$ cat src/rtl/count_ones_pkg.sv
// Shared types and helpers for the count_ones_seq popcount sequencer.
// Holds the FSM state encoding and the count-width helper used by the top and chunk counter.
package count_ones_pkg;

    typedef enum logic [1:0] {
        IDLE = 2'd0,
        RUN  = 2'd1,
        DONE = 2'd2
    } state_t;

    // Bits needed to represent any count from 0 to n inclusive.
    function automatic int cnt_width(input int n);
        return $clog2(n + 1);
    endfunction

endpackage

$ cat src/rtl/count_ones_chunk.sv
// Combinational popcount of one CW-bit chunk.
// Built as a ripple chain of single-bit adds so it stays small for narrow chunks.
module count_ones_chunk
    import count_ones_pkg::*;
#(
    parameter  int CW  = 8,
    localparam int CCW = cnt_width(CW)
) (
    input  logic [CW-1:0]  chunk_i,
    output logic [CCW-1:0] count_o
);

    logic [CCW-1:0] sum [CW+1];

    assign sum[0] = '0;

    for (genvar gi = 0; gi < CW; gi++) begin : g_bit
        assign sum[gi+1] = sum[gi] + CCW'(chunk_i[gi]);
    end

    assign count_o = sum[CW];

endmodule

$ cat src/rtl/count_ones_seq.sv
// Multi-cycle popcount sequencer: one CW-bit chunk per cycle through a shared counter.
// Optional macro COUNT_ONES_EARLY_EXIT_EN ends RUN as soon as the unprocessed remainder is zero.
module count_ones_seq
    import count_ones_pkg::*;
#(
    parameter  int DW = 32,
    parameter  int CW = 8,
    localparam int OW = cnt_width(DW)
) (
    input  logic          clk_i,
    input  logic          rst_i,
    input  logic          in_valid_i,
    output logic          in_ready_o,
    input  logic [DW-1:0] in_data_i,
    output logic          out_valid_o,
    input  logic          out_ready_i,
    output logic [OW-1:0] out_count_o,
    output logic          busy_o
);

    localparam int NCHUNK = DW / CW;
    localparam int CCW    = cnt_width(CW);
    localparam int IW     = (NCHUNK > 1) ? $clog2(NCHUNK) : 1;

    state_t         state_q,  state_d;
    logic [DW-1:0]  shreg_q,  shreg_d;
    logic [OW-1:0]  acc_q,    acc_d;
    logic [IW-1:0]  idx_q,    idx_d;
    logic [OW-1:0]  count_q,  count_d;

    logic [CCW-1:0] chunk_cnt;
    logic [OW-1:0]  acc_sum;
    logic           last_chunk;

    count_ones_chunk #(
        .CW      (CW)
    ) u_chunk (
        .chunk_i (shreg_q[CW-1:0]),
        .count_o (chunk_cnt)
    );

    assign acc_sum = acc_q + OW'(chunk_cnt);

`ifdef COUNT_ONES_EARLY_EXIT_EN
    // Nothing left above the current chunk means no further ones can be found.
    assign last_chunk = (idx_q == IW'(NCHUNK - 1)) || ((shreg_q >> CW) == '0);
`else
    assign last_chunk = (idx_q == IW'(NCHUNK - 1));
`endif

    always_comb begin
        state_d = state_q;
        shreg_d = shreg_q;
        acc_d   = acc_q;
        idx_d   = idx_q;
        count_d = count_q;
        case (state_q)
            IDLE: begin
                if (in_valid_i) begin
                    shreg_d = in_data_i;
                    acc_d   = '0;
                    idx_d   = '0;
                    state_d = RUN;
                end
            end
            RUN: begin
                acc_d   = acc_sum;
                shreg_d = shreg_q >> CW;
                idx_d   = idx_q + IW'(1);
                if (last_chunk) begin
                    count_d = acc_sum;
                    state_d = DONE;
                end
            end
            DONE: begin
                if (out_ready_i) begin
                    state_d = IDLE;
                end
            end
            default: state_d = IDLE;
        endcase
    end

    always_ff @(posedge clk_i) begin
        if (rst_i) begin
            state_q <= IDLE;
            shreg_q <= '0;
            acc_q   <= '0;
            idx_q   <= '0;
            count_q <= '0;
        end else begin
            state_q <= state_d;
            shreg_q <= shreg_d;
            acc_q   <= acc_d;
            idx_q   <= idx_d;
            count_q <= count_d;
        end
    end

    // Handshake flags decode registered state only, so no input-to-output paths exist.
    assign in_ready_o  = (state_q == IDLE);
    assign out_valid_o = (state_q == DONE);
    assign busy_o      = (state_q != IDLE);
    assign out_count_o = count_q;

endmodule
$ cat config.mk
export PLATFORM = sky130hd
export DESIGN_NAME = count_ones_seq
export DESIGN_NICKNAME = d
export VERILOG_FILES = /design/src/rtl/count_ones_pkg.sv /design/src/rtl/count_ones_chunk.sv /design/src/rtl/count_ones_seq.sv
export SDC_FILE = /design/constraint.sdc
export NUM_CORES = 1
export LEC_CHECK = 0
export CAP_MARGIN = 0
export CORE_UTILIZATION = 40
export CTS_CLUSTER_SIZE = 40
export DETAILED_ROUTE_END_ITERATION = 6
export PLACE_DENSITY_LB_ADDON = 0.1
export SLEW_MARGIN = 20
export SYNTH_ARGS = -nofsm -noshare
export SYNTH_HDL_FRONTEND = slang
export SYNTH_SLANG_ARGS = --single-unit
$ cat constraint.sdc
create_clock -name clk_i -period 4.9 [get_ports clk_i]
set_input_delay 1.225 -clock clk_i [delete_from_list [all_inputs] [get_ports clk_i]]
set_output_delay 1.225 -clock clk_i [all_outputs]
set_load 0.1 [all_outputs]
# == After elaboration in Yosys (flattened, before gate mapping) ==
# Cells that the tools add are included.
# op_classes
n_mux,10
add_sub_neg,9
n_reduce_logical,6
n_eq_ne,6
# op_table
operator,n
$pmux W32 S2,1
$mux W32,1
$add A4 B1 Y4,6
$pmux W6 S2,1
$mux W2,4
$add A6 B4 Y6,1
$mux W6,1
$pmux W2 S3,1
$eq A2 B2 Y1 const B,2
$ne A2 B2 Y1 const B,2
$pmux W2 S2,1
$reduce_and A2 Y1,2
$reduce_bool A2 Y1,2
$reduce_and A3 Y1,1
$add A1 B1 Y2,1
$add A2 B1 Y2 const B,1
$eq A2 B1 Y1 const B,1
$logic_not A2 Y1,1
$ne A2 B1 Y1 const B,1
# word_totals
word_cells,36
out_inout_bits,9
inputBits,36
regBits,48

# == Logic depth before layout (Yosys ltp) ==
# Gate-level depths: netlist of run 1.
# logic_depth
depth_word,9
depth_mapped,11
depth_no_buf,11

# == Modules after synthesis ==
# A second synthesis of run 1 with hierarchy kept.
# unflattened
hier_cells,281
hier_area_um2,2307.2
# modules_own_cells
mod,instances,area_each_um2,cells_per_inst,seq_area_each_um2
count_ones_seq,1,2117.0,257,960.9
count_ones_chunk,1,190.2,24,0.0

# == Least setup slack after synthesis of run 1 ==
# OpenSTA, ideal clock, no wires.
# synth_path
path_kind,reg-to-output
from,register state_q[0]
to,output port busy_o
t_required_ns,3.675
n_path_buf,2
path_slack_ns,0.756
stages_incl_launch_ff,5
t_arrival_ns,2.919
cell_sequence,dfxtp_1 > buf_2 > buf_2 > nor2_1 > inv_1
# synth_between
elab_chain_cells,1
# synth_lines
element,line,text
from (decl),count_ones_seq.sv:25,"state_t state_q, state_d;"
from (signal assigned),count_ones_seq.sv:92,state_q <= state_d;
$reduce_bool A2 Y1,count_ones_seq.sv:103,assign busy_o = (state_q != IDLE);
to (decl),count_ones_seq.sv:18,output logic busy_o
# No other way between the ends.

# == Final worst setup path of run 1 ==
# Same ends and word-level chain as after synthesis.

==> results of run 1 <==
state kept, by name, indices dropped and copies added, names as in the netlist:
| signal | flops |
|---|---|
| acc_q | 6 |
| out_count_o | 6 |
| state_q | 2 |
| idx_q | 2 |
| shreg_q | 32 |
synth_stat cells, drive strengths merged:
library cell   n
a211oi         5
a21o           3
a21oi         37
a22oi          5
a2bb2oi        7
a311o          2
a31oi          1
a32oi          1
and2           1
and2b          1
and3           1
buf           14
clkbuf        10
dfxtp         48
fa             5
ha             8
inv            8
nand2          6
nand2b         2
nand3          3
nand3b         2
nand4b         2
nor2          88
nor2b         35
nor3          23
nor3b          2
nor4           2
o21a           1
o21ai          1
or2            1
or3            2
or4            2
xnor2          1
xor2           1
area by class of cell:
| cell class | count | area [sq um] |
|---|---|---|
| Sequential cell | 48 | 962 |
| Tap cell | 75 | 93.8 |
| Inverter | 8 | 30.0 |
| Multi-Input combinational cell | 251 | 1450 |
| Fill cell | 606 | 2960 |
| Timing Repair Buffer | 48 | 465 |
| Clock buffer | 5 | 68.8 |
report_power, final:
group	internal, mW	switching [mW]	leakage, nW
logic	0.109	0.126	0.858
clock network	0.0923	0.120	0.0359
registers	0.419	0.0162	0.395
metrics by stage:
step | util, % | cell area, sq um | power [mW]
2_1_floorplan | - | 2540 | 0.614
3_3_place_gp | 49.7 | 3000 | 0.679
3_5_place_dp | 49.7 | 3000 | 0.681
4_1_cts | 50.9 | 3070 | 0.893
5_1_grt | 50.9 | 3070 | 0.946
6_report | 50.9 | 3070 | 0.882
worst max-delay path, delay by kind of cell (launching register included):
family	cells	cell delay, ns
flops	1	0.32
simple gates	1	0.16
buf+inv	3	1.63
layer usage:
metal  share of wire, %  track usage [%]  wire length, um  vias up
met4               0.66             4.21               36        0
met5                  0                0                0        -
met2                 48             31.8             2640       30
li1                   -                -                -     1165
met1                 49             22.5             2680     1002
met3                2.4             3.11              132        4
cells by family after synthesis:
logic type / synth area share [%]
AO/OA/AOI/OAI: 15.4
XOR/XNOR: 0.690
adder cells (fa/ha/maj): 7.88
buffers and inverters: 5.27
flip-flops: 37.8
AND/OR/NAND/NOR: 32.9
worst min path at each step:
| stage | slack, ns | endpoint | cells past startpoint | from |
|---|---|---|---|---|
| floorplan | 0.44 | idx_q[0] | 1 | idx_q[0] |
| global placement | 0.44 | out_count_o[1] | 2 | out_count_o[1] |
| detailed placement | 0.45 | out_count_o[0] | 2 | out_count_o[0] |
| CTS | 0.46 | out_count_o[0] | 2 | out_count_o[0] |
| global route | 0.49 | out_count_o[1] | 2 | out_count_o[1] |
| finish | 0.46 | out_count_o[0] | 2 | out_count_o[0] |
==> reports/results.ini, run 1 <==
[clock_network]
cts.sinks = 48
cts.repair.resized = 0
cts_made_buffers = 5
clk_latency_ns = 0.29
cts_tree = built
cts_setup_buffers = 0
htree_levels = 2
clock-root-buffer = clkbuf_8
postCtsHoldBufs = 0
cts.path.max_buffers = 2
clk_pin_slew_ns = 0.08

[setup_path]
worstSetupEndpointType = output pin
r2r-end = out_count_o[3]
crit_chain = buf_4 -> nor2_1 -> inv_1 -> clkdlybuf4s50_1
max_stage_delay_ns = 1.12
worstSetupPathType = register to output pin
worstPathRequired_ns = 3.67
timing.rr.start = shreg_q[2]
start_kind = register
cp-endpoint = busy_o
cp_max_fo = 61
ff2ff_path_depth = 11
cp.arrival_ns = 2.41
setup.worst_path.start = state_q[0]
crit_slowest_cell = clkdlybuf4s50_1
reg2reg_slack_ns = 1.31

[cells_and_area]
layoutNonFillerInstCount = 435
final_cell_mix = 88 x nor2_1, 47 x dfxtp_1, 43 x clkdlybuf4s50_1
diodes = 0
syn_to_final_growth_pct = 20.7
layout_commonest_cell = nor2_1
nets = 411
drive_gt1_share_pct = 3.61

[yosys]
netlist_top_cells_area = dfxtp_1 38%, nor2_1 13%, nor2b_1 8.6%
ys_types = 37
postSynthCellCount = 331
synth_fp_nets = 380
synth_top_area_share_pct = 37.8
avgSynthCellArea_sq_um = 7.67
syn_area_sq_um = 2540
yosys.area.top_type = dfxtp_1
yosys_warnings = 0
ys_ff_latch = 48
ys_seq_area_share_pct = 37.8

[timing]
max_freq_mhz = 275
setup_slack_ns = 1.26
fin_skew_ns = 0.00295
period_share_pct = 74.3
fin_crit_ns = 3.64
maxSlewHeadroom_pct = 34.3
tightest_slew_ns = 0.986
holdWs_ns = 0.456
rsz0062_at_grt = false
maxSlewViolCount = 0
setup-tns-final_ns = 0
hold_viol_final = 0
setup_viol = 0

[global_routing]
grt_pass1_vias = 2062
grt_usage_pct = 17.9
antenna_found_initial = 0
overflow = 0
grt_max_degree = 62
grt_pass1_wl_um = 9230

[job]
maxCapViolations = 0

[power]
max-vdd-ir-drop_mv = 0.155
cellPowerDensity_nw_per_um2 = 288
leakage_nw = 1.29

[placed_design]
dp_cells = 430
dp_slack_ns = 1.29
routabilityCongestion = 0.786
dp_hpwl_um = 3600
io_buffer_count = 44

[outcome]
status = completed

[floorplan]
die_h_um = 81.7
core_area_sq_um = 6030
num_rows = 28
dieArea_sq_um = 6670
die_w_um = 81.7
ios = 45
initial_core_util_pct = 42.2

[route]
drtAntennaViolNets = 0
viasPerCell = 5.06
first_pass_iters = 4
totalWireLength_um = 5480
drcViolationCount = 0
vias = 2201
wire_per_inst_um = 12.6
detail_route.iter0.violations = 93

[worst_hold_path]
hold_path.class = register to register

No activity file was read; power rests on OpenSTA's default activity.
==> run 2: changes to the inputs <==
==> constraint.sdc (replaced) <==
create_clock -name clk_i -period 3.78 [get_ports clk_i]
set_input_delay 0.945 -clock clk_i [delete_from_list [all_inputs] [get_ports clk_i]]
set_output_delay 0.945 -clock clk_i [all_outputs]
set_load 0.1 [all_outputs]
==> run 2 against run 1 <==
  * Final cell count grew 0.69%
  * Non-clock buffer count unchanged
  * Sequential share of layout area shrank 0.34 points
  * Count of clock-buffer cells in the layout up 1
==> reports/results.ini, run 2 (synthesis results as in run 1) <==
[outcome]
status = completed

[clock_network]
postCtsHoldBufs = 0  ; unchanged
cts_tree = built
cts.path.max_buffers = 2  ; unchanged
clk_pin_slew_ns = 0.09  ; about the same
clock-root-buffer = clkbuf_8
cts_made_buffers = 5  ; unchanged
cts.repair.resized = 0  ; unchanged
clk_latency_ns = 0.31  ; +0.02 ns
cts.sinks = 48  ; unchanged
htree_levels = 2  ; unchanged
cts_setup_buffers = 0  ; unchanged

[global_routing]
grt_max_degree = 56  ; -9.7%
met1_usage_pct = 22.6  ; +0.11 points
met2_usage_pct = 33.7  ; +1.8 points
grt-busiest-layer = met2
grt_pass1_wl_um = 9710  ; +5.2%
grt_pass1_vias = 2191  ; +6.3%
antenna_found_initial = 0  ; unchanged
grt_usage_pct = 19.0  ; +1.0 points
overflow = 0  ; unchanged
use_met3_pct = 5.00  ; +1.9 points

[route]
vias = 2220  ; +0.86%
drtAntennaViolNets = 0  ; unchanged
wire_per_inst_um = 12.9  ; +2.4%
viasPerCell = 5.07  ; +0.17%
detail_route.iter0.violations = 66  ; -29%
drcViolationCount = 0  ; unchanged
totalWireLength_um = 5650  ; +3.1%
first_pass_iters = 4  ; unchanged

[cells_and_area]
seqCellArea_sq_um = 962  ; unchanged
layout_commonest_cell = nor2_1
layoutNonFillerInstCount = 438  ; +0.69%
largest_reg_flops = 32  ; unchanged
drive_gt1_share_pct = 5.23  ; +1.6 points
multi_input_area_sq_um = 1450  ; +0.17%
final_cell_mix = 87 x nor2_1, 47 x dfxtp_1, 40 x clkdlybuf4s50_1
nets = 411  ; unchanged
syn_to_final_growth_pct = 22.0
fillerInstances = 611  ; +0.83%
regMostFlops = shreg_q
diodes = 0  ; unchanged
finalInstanceArea_sq_um = 3100  ; +1.1%

[timing]
maxSlewHeadroom_pct = 34.6  ; +0.31 points
tightest_slew_ns = 0.981  ; -0.00472 ns
maxSlewViolCount = 0  ; unchanged
period_share_pct = 94.7
rsz0062_at_grt = false
hold_viol_final = 0  ; unchanged
fin_crit_ns = 3.58
setup_viol = 0  ; unchanged
max_freq_mhz = 279
fin_skew_ns = 0.00426  ; +0.00131 ns
setup-tns-final_ns = 0  ; unchanged

[setup_path]
worstPathRequired_ns = 3.98  ; +0.31 ns
reg2reg_slack_ns = 0.20  ; -1.11 ns
worstSetupEndpointType = register
cp.arrival_ns = 3.78  ; +1.37 ns
start_kind = register
cp_max_fo = 4  ; -93%
worstSetupPathType = register to register

[placed_design]
dp_cells = 430  ; unchanged
io_buffer_count = 44  ; unchanged
routabilityCongestion = 0.794  ; +1.0%
placed_cell_area_sq_um = 2990  ; -0.17%
dp_hpwl_um = 3620  ; +0.44%

[floorplan]
initial_core_util_pct = 42.2  ; unchanged
die_w_um = 81.7  ; unchanged
dieArea_sq_um = 6670  ; unchanged
num_rows = 28  ; unchanged
die_h_um = 81.7  ; unchanged
ios = 45  ; unchanged
core_area_sq_um = 6030  ; unchanged

[power]
max-vdd-ir-drop_mv = 0.217  ; +41%
leakage_nw = 1.31  ; +1.8%
cellPowerDensity_nw_per_um2 = 401  ; +39%
power_mw = 1.24  ; +41%

[worst_hold_path]
hold_path.class = register to register

[job]
maxCapViolations = 0  ; unchanged

==> run 2: cell types whose count changed in the layout (fill, tap and decap cells not counted), sizes merged <==
| cell | previous run | this run |
|---|---|---|
| buf | 5 | 8 |
| clkdlybuf4s50 | 43 | 40 |
| bufinv | 0 | 1 |
| clkbuf | 5 | 6 |
| clkinv | 0 | 1 |
==> run 2: where the power goes <==
| part | total, mW | internal [mW] | switching (mW) |
|---|---|---|---|
| logic | 0.304 | 0.141 | 0.162 |
| clock network | 0.374 | 0.197 | 0.177 |
| registers | 0.567 | 0.543 | 0.0239 |
| total | 1.24 | 0.880 | 0.364 |
==> run 2: path summary, 6_finish.rpt <==
check	start	end	cells after the start
worst min-delay path	out_count_o[0]	out_count_o[0]	2
worst min register to register	out_count_o[0]	out_count_o[0]	2
worst max register to register	shreg_q[2]	out_count_o[3]	11
worst max-delay path	shreg_q[2]	out_count_o[3]	11
==> run 2: stage by stage <==
step                      hold slack [ns]  utilization [%]  setup slack (ns)
after detailed placement            0.446             49.6             0.190
after CTS                           0.458             51.4             0.172
final                               0.455             51.4             0.199
after global placement              0.442             49.6             0.228
after global routing                0.472             51.4           0.00657
after floorplan                     0.444                -             0.360
==> run 2: area by class of cell <==
class | count | share of cell area [%]
Clock buffer | 6 | 2.34
Clock inverter | 2 | 1.13
Inverter | 8 | 0.969
Multi-Input combinational cell | 251 | 46.7
Sequential cell | 48 | 31.0
Tap cell | 75 | 3.03
Timing Repair Buffer | 48 | 14.8
==> run 2: metal layers <==
metal	up-vias	routed length, um	part of all wire [%]
met4	0	38	0.67
met5	-	0	0
met3	4	193	3.4
met1	1018	2760	49
li1	1170	-	-
met2	28	2660	47
==> run 2: critical path, stage by stage, from the launching register on <==
cell and delay, ns:
dfxtp_1 0.34, fa_1 0.50, fa_1 0.51, inv_1 0.05, fa_1 0.39, fa_1 0.49, inv_1 0.06, ha_1 0.26
a21o_1 0.17, a21oi_1 0.29, nor4_1 0.08, a311o_1 0.34
==> run 3: changes to the inputs <==
--- a/config.mk
+++ b/config.mk
@@ -10,6 +10,7 @@
 export CTS_CLUSTER_SIZE = 40
 export DETAILED_ROUTE_END_ITERATION = 6
 export PLACE_DENSITY_LB_ADDON = 0.1
+export RECOVER_POWER = 25
 export SLEW_MARGIN = 20
 export SYNTH_ARGS = -nofsm -noshare
 export SYNTH_HDL_FRONTEND = slang
==> run 3 against run 2 <==
  * The flow now finishes with violations (capacitance limit, slew limit)
  * Worst hold slack hardly changed
  * Sequential share of layout area hardly changed
  * Critical path depth stayed put
  * Utilization is 0.12 points lower
  * Via count is 0.54% higher
  * Routed wire length is 0.28% higher
  * Setup slack worse by 0.00083 ns
  * Register-to-register slack hardly changed
  * Die area stayed put
  * Critical path type unchanged
  * Largest power group unchanged
==> reports/results.ini, run 3 (synthesis results as in run 1) <==
[floorplan]
core_area_sq_um = 6030  ; unchanged
die_h_um = 81.7  ; unchanged
dieArea_sq_um = 6670  ; unchanged
ios = 45  ; unchanged
num_rows = 28  ; unchanged
initial_core_util_pct = 42.2  ; unchanged
die_w_um = 81.7  ; unchanged

[global_routing]
grt_pass1_wl_um = 9710  ; unchanged
antenna_found_initial = 0  ; unchanged
grt_pass1_vias = 2191  ; unchanged
overflow = 0  ; unchanged
grt_max_degree = 56  ; unchanged
grt_usage_pct = 19.0  ; unchanged

[route]
met1_length_um = 2770  ; +0.14%
top_layer = met4
vias = 2232  ; +0.54%
viasPerCell = 5.10  ; +0.54%
met2_length_um = 2640  ; -0.64%
detail_route.iter0.violations = 72  ; +9.1%
wl_met3_um = 204  ; +5.7%
drtAntennaViolNets = 0  ; unchanged
totalWireLength_um = 5670  ; +0.28%
first_pass_iters = 4  ; unchanged
wire_per_inst_um = 12.9  ; +0.28%
drcViolationCount = 0  ; unchanged

[power]
max-vdd-ir-drop_mv = 0.218  ; +0.11%
cellPowerDensity_nw_per_um2 = 403  ; +0.30%
leakage_nw = 1.31  ; -0.55%

[setup_path]
worstPathRequired_ns = 3.98  ; about the same
crit_slowest_cell = fa_1
start_kind = register
worstSetupPathType = register to register
cp.arrival_ns = 3.78  ; about the same
crit_chain = fa_1 -> fa_1 -> inv_1 -> fa_1 -> fa_1 -> inv_1 -> ha_1 -> a21o_1 -> a21oi_1 -> nor4_1 -> a311o_1
crit_top_cell = fa_1
worstSetupEndpointType = register
max_stage_delay_ns = 0.51  ; about the same
cp_max_fo = 4  ; unchanged

[cells_and_area]
seqCellArea_sq_um = 961  ; -0.13%
fillerInstances = 612  ; +0.16%
fin_util_pct = 51.3  ; -0.12 points
layout_commonest_cell = nor2_1
largest_reg_flops = 32  ; unchanged
layoutNonFillerInstCount = 438  ; unchanged
diodes = 0  ; unchanged
final_cell_mix = 87 x nor2_1, 48 x dfxtp_1, 40 x clkdlybuf4s50_1
multi_input_area_sq_um = 1450  ; unchanged
syn_to_final_growth_pct = 21.7
finalInstanceArea_sq_um = 3090  ; -0.24%
regMostFlops = shreg_q
nets = 411  ; unchanged
drive_gt1_share_pct = 4.41  ; -0.83 points

[placed_design]
dp_hpwl_um = 3620  ; unchanged
io_buffer_count = 44  ; unchanged
routabilityCongestion = 0.794  ; unchanged
dp_cells = 430  ; unchanged
placed_cell_area_sq_um = 2990  ; unchanged

[timing]
tightest_slew_ns = 1.89  ; +0.910 ns
setup_viol = 0  ; unchanged
fin_skew_ns = 0.00435  ; +0.0000863 ns
hold_viol_final = 0  ; unchanged
maxSlewViolCount = 53  ; +53
max_freq_mhz = 279  ; about the same
maxSlewHeadroom_pct = -26.1  ; -61 points
setup-tns-final_ns = 0  ; unchanged
fin_crit_ns = 3.58  ; +0.000834 ns
rsz0062_at_grt = false
period_share_pct = 94.8  ; about the same

[clock_network]
cts.sinks = 48  ; unchanged
cts_setup_buffers = 0  ; unchanged
clk_pin_slew_ns = 0.09  ; about the same
htree_levels = 2  ; unchanged
cts_tree = built
clock-root-buffer = clkbuf_8
cts.repair.resized = 0  ; unchanged
cts.path.max_buffers = 2  ; unchanged
postCtsHoldBufs = 0  ; unchanged
clk_latency_ns = 0.31  ; about the same
cts_made_buffers = 5  ; unchanged

[outcome]
failed_checks = capacitance limit, slew limit
status = complete, but fails checks

[job]
maxCapViolations = 1  ; +1

[worst_hold_path]
hold_path.class = register to register

run 3: cell types whose count changed in the layout (fill, tap and decap cells not counted), sizes merged:
cell,change
buf,-2
clkbuf,+2
run 3: worst paths after layout:
path / startpoint / endpoint / slack, ns / cells after the start
max: shreg_q[2] / out_count_o[3] / 0.20 / 11
min: out_count_o[0] / out_count_o[0] / 0.46 / 2
max reg2reg: shreg_q[2] / out_count_o[3] / 0.20 / 11
min reg2reg: out_count_o[0] / out_count_o[0] / 0.46 / 2
run 3: worst max-delay path, delay by kind of cell, from the launching register on:
kind            cells  cell delay (ns)
buf+inv             2             0.11
simple gates        1             0.08
flops               1             0.34
fa+ha+maj           5             2.15
compound gates      3             0.80
run 3: per-stage QoR:
| stage | total power, mW | worst slack, ns | hold WS [ns] |
|---|---|---|---|
| finish | 1.24 | 0.198 | 0.456 |
| global route | 1.33 | 0.00657 | 0.472 |
| CTS | 1.26 | 0.172 | 0.458 |
| detailed placement | 0.884 | 0.190 | 0.446 |
| global placement | 0.881 | 0.228 | 0.442 |
| floorplan | 0.796 | 0.360 | 0.444 |
run 3: where the power goes:
part,internal [mW],switching (mW)
logic,0.141,0.162
clock network,0.197,0.178
registers,0.543,0.0239
run 3: layout make-up:
cell class,count,area share [%]
multi-input combinational,251,46.8
inverter,8,0.971
clock buffer,6,2.35
clock inverter,2,1.13
timing repair buffer,48,14.6
sequential,48,31.1
tap,75,3.04
run 3: metal layers:
layer,track usage (%),up-vias
met5,0,-
met4,4.74,0
met3,5.00,6
met2,33.7,31
met1,22.6,1022
li1,-,1173
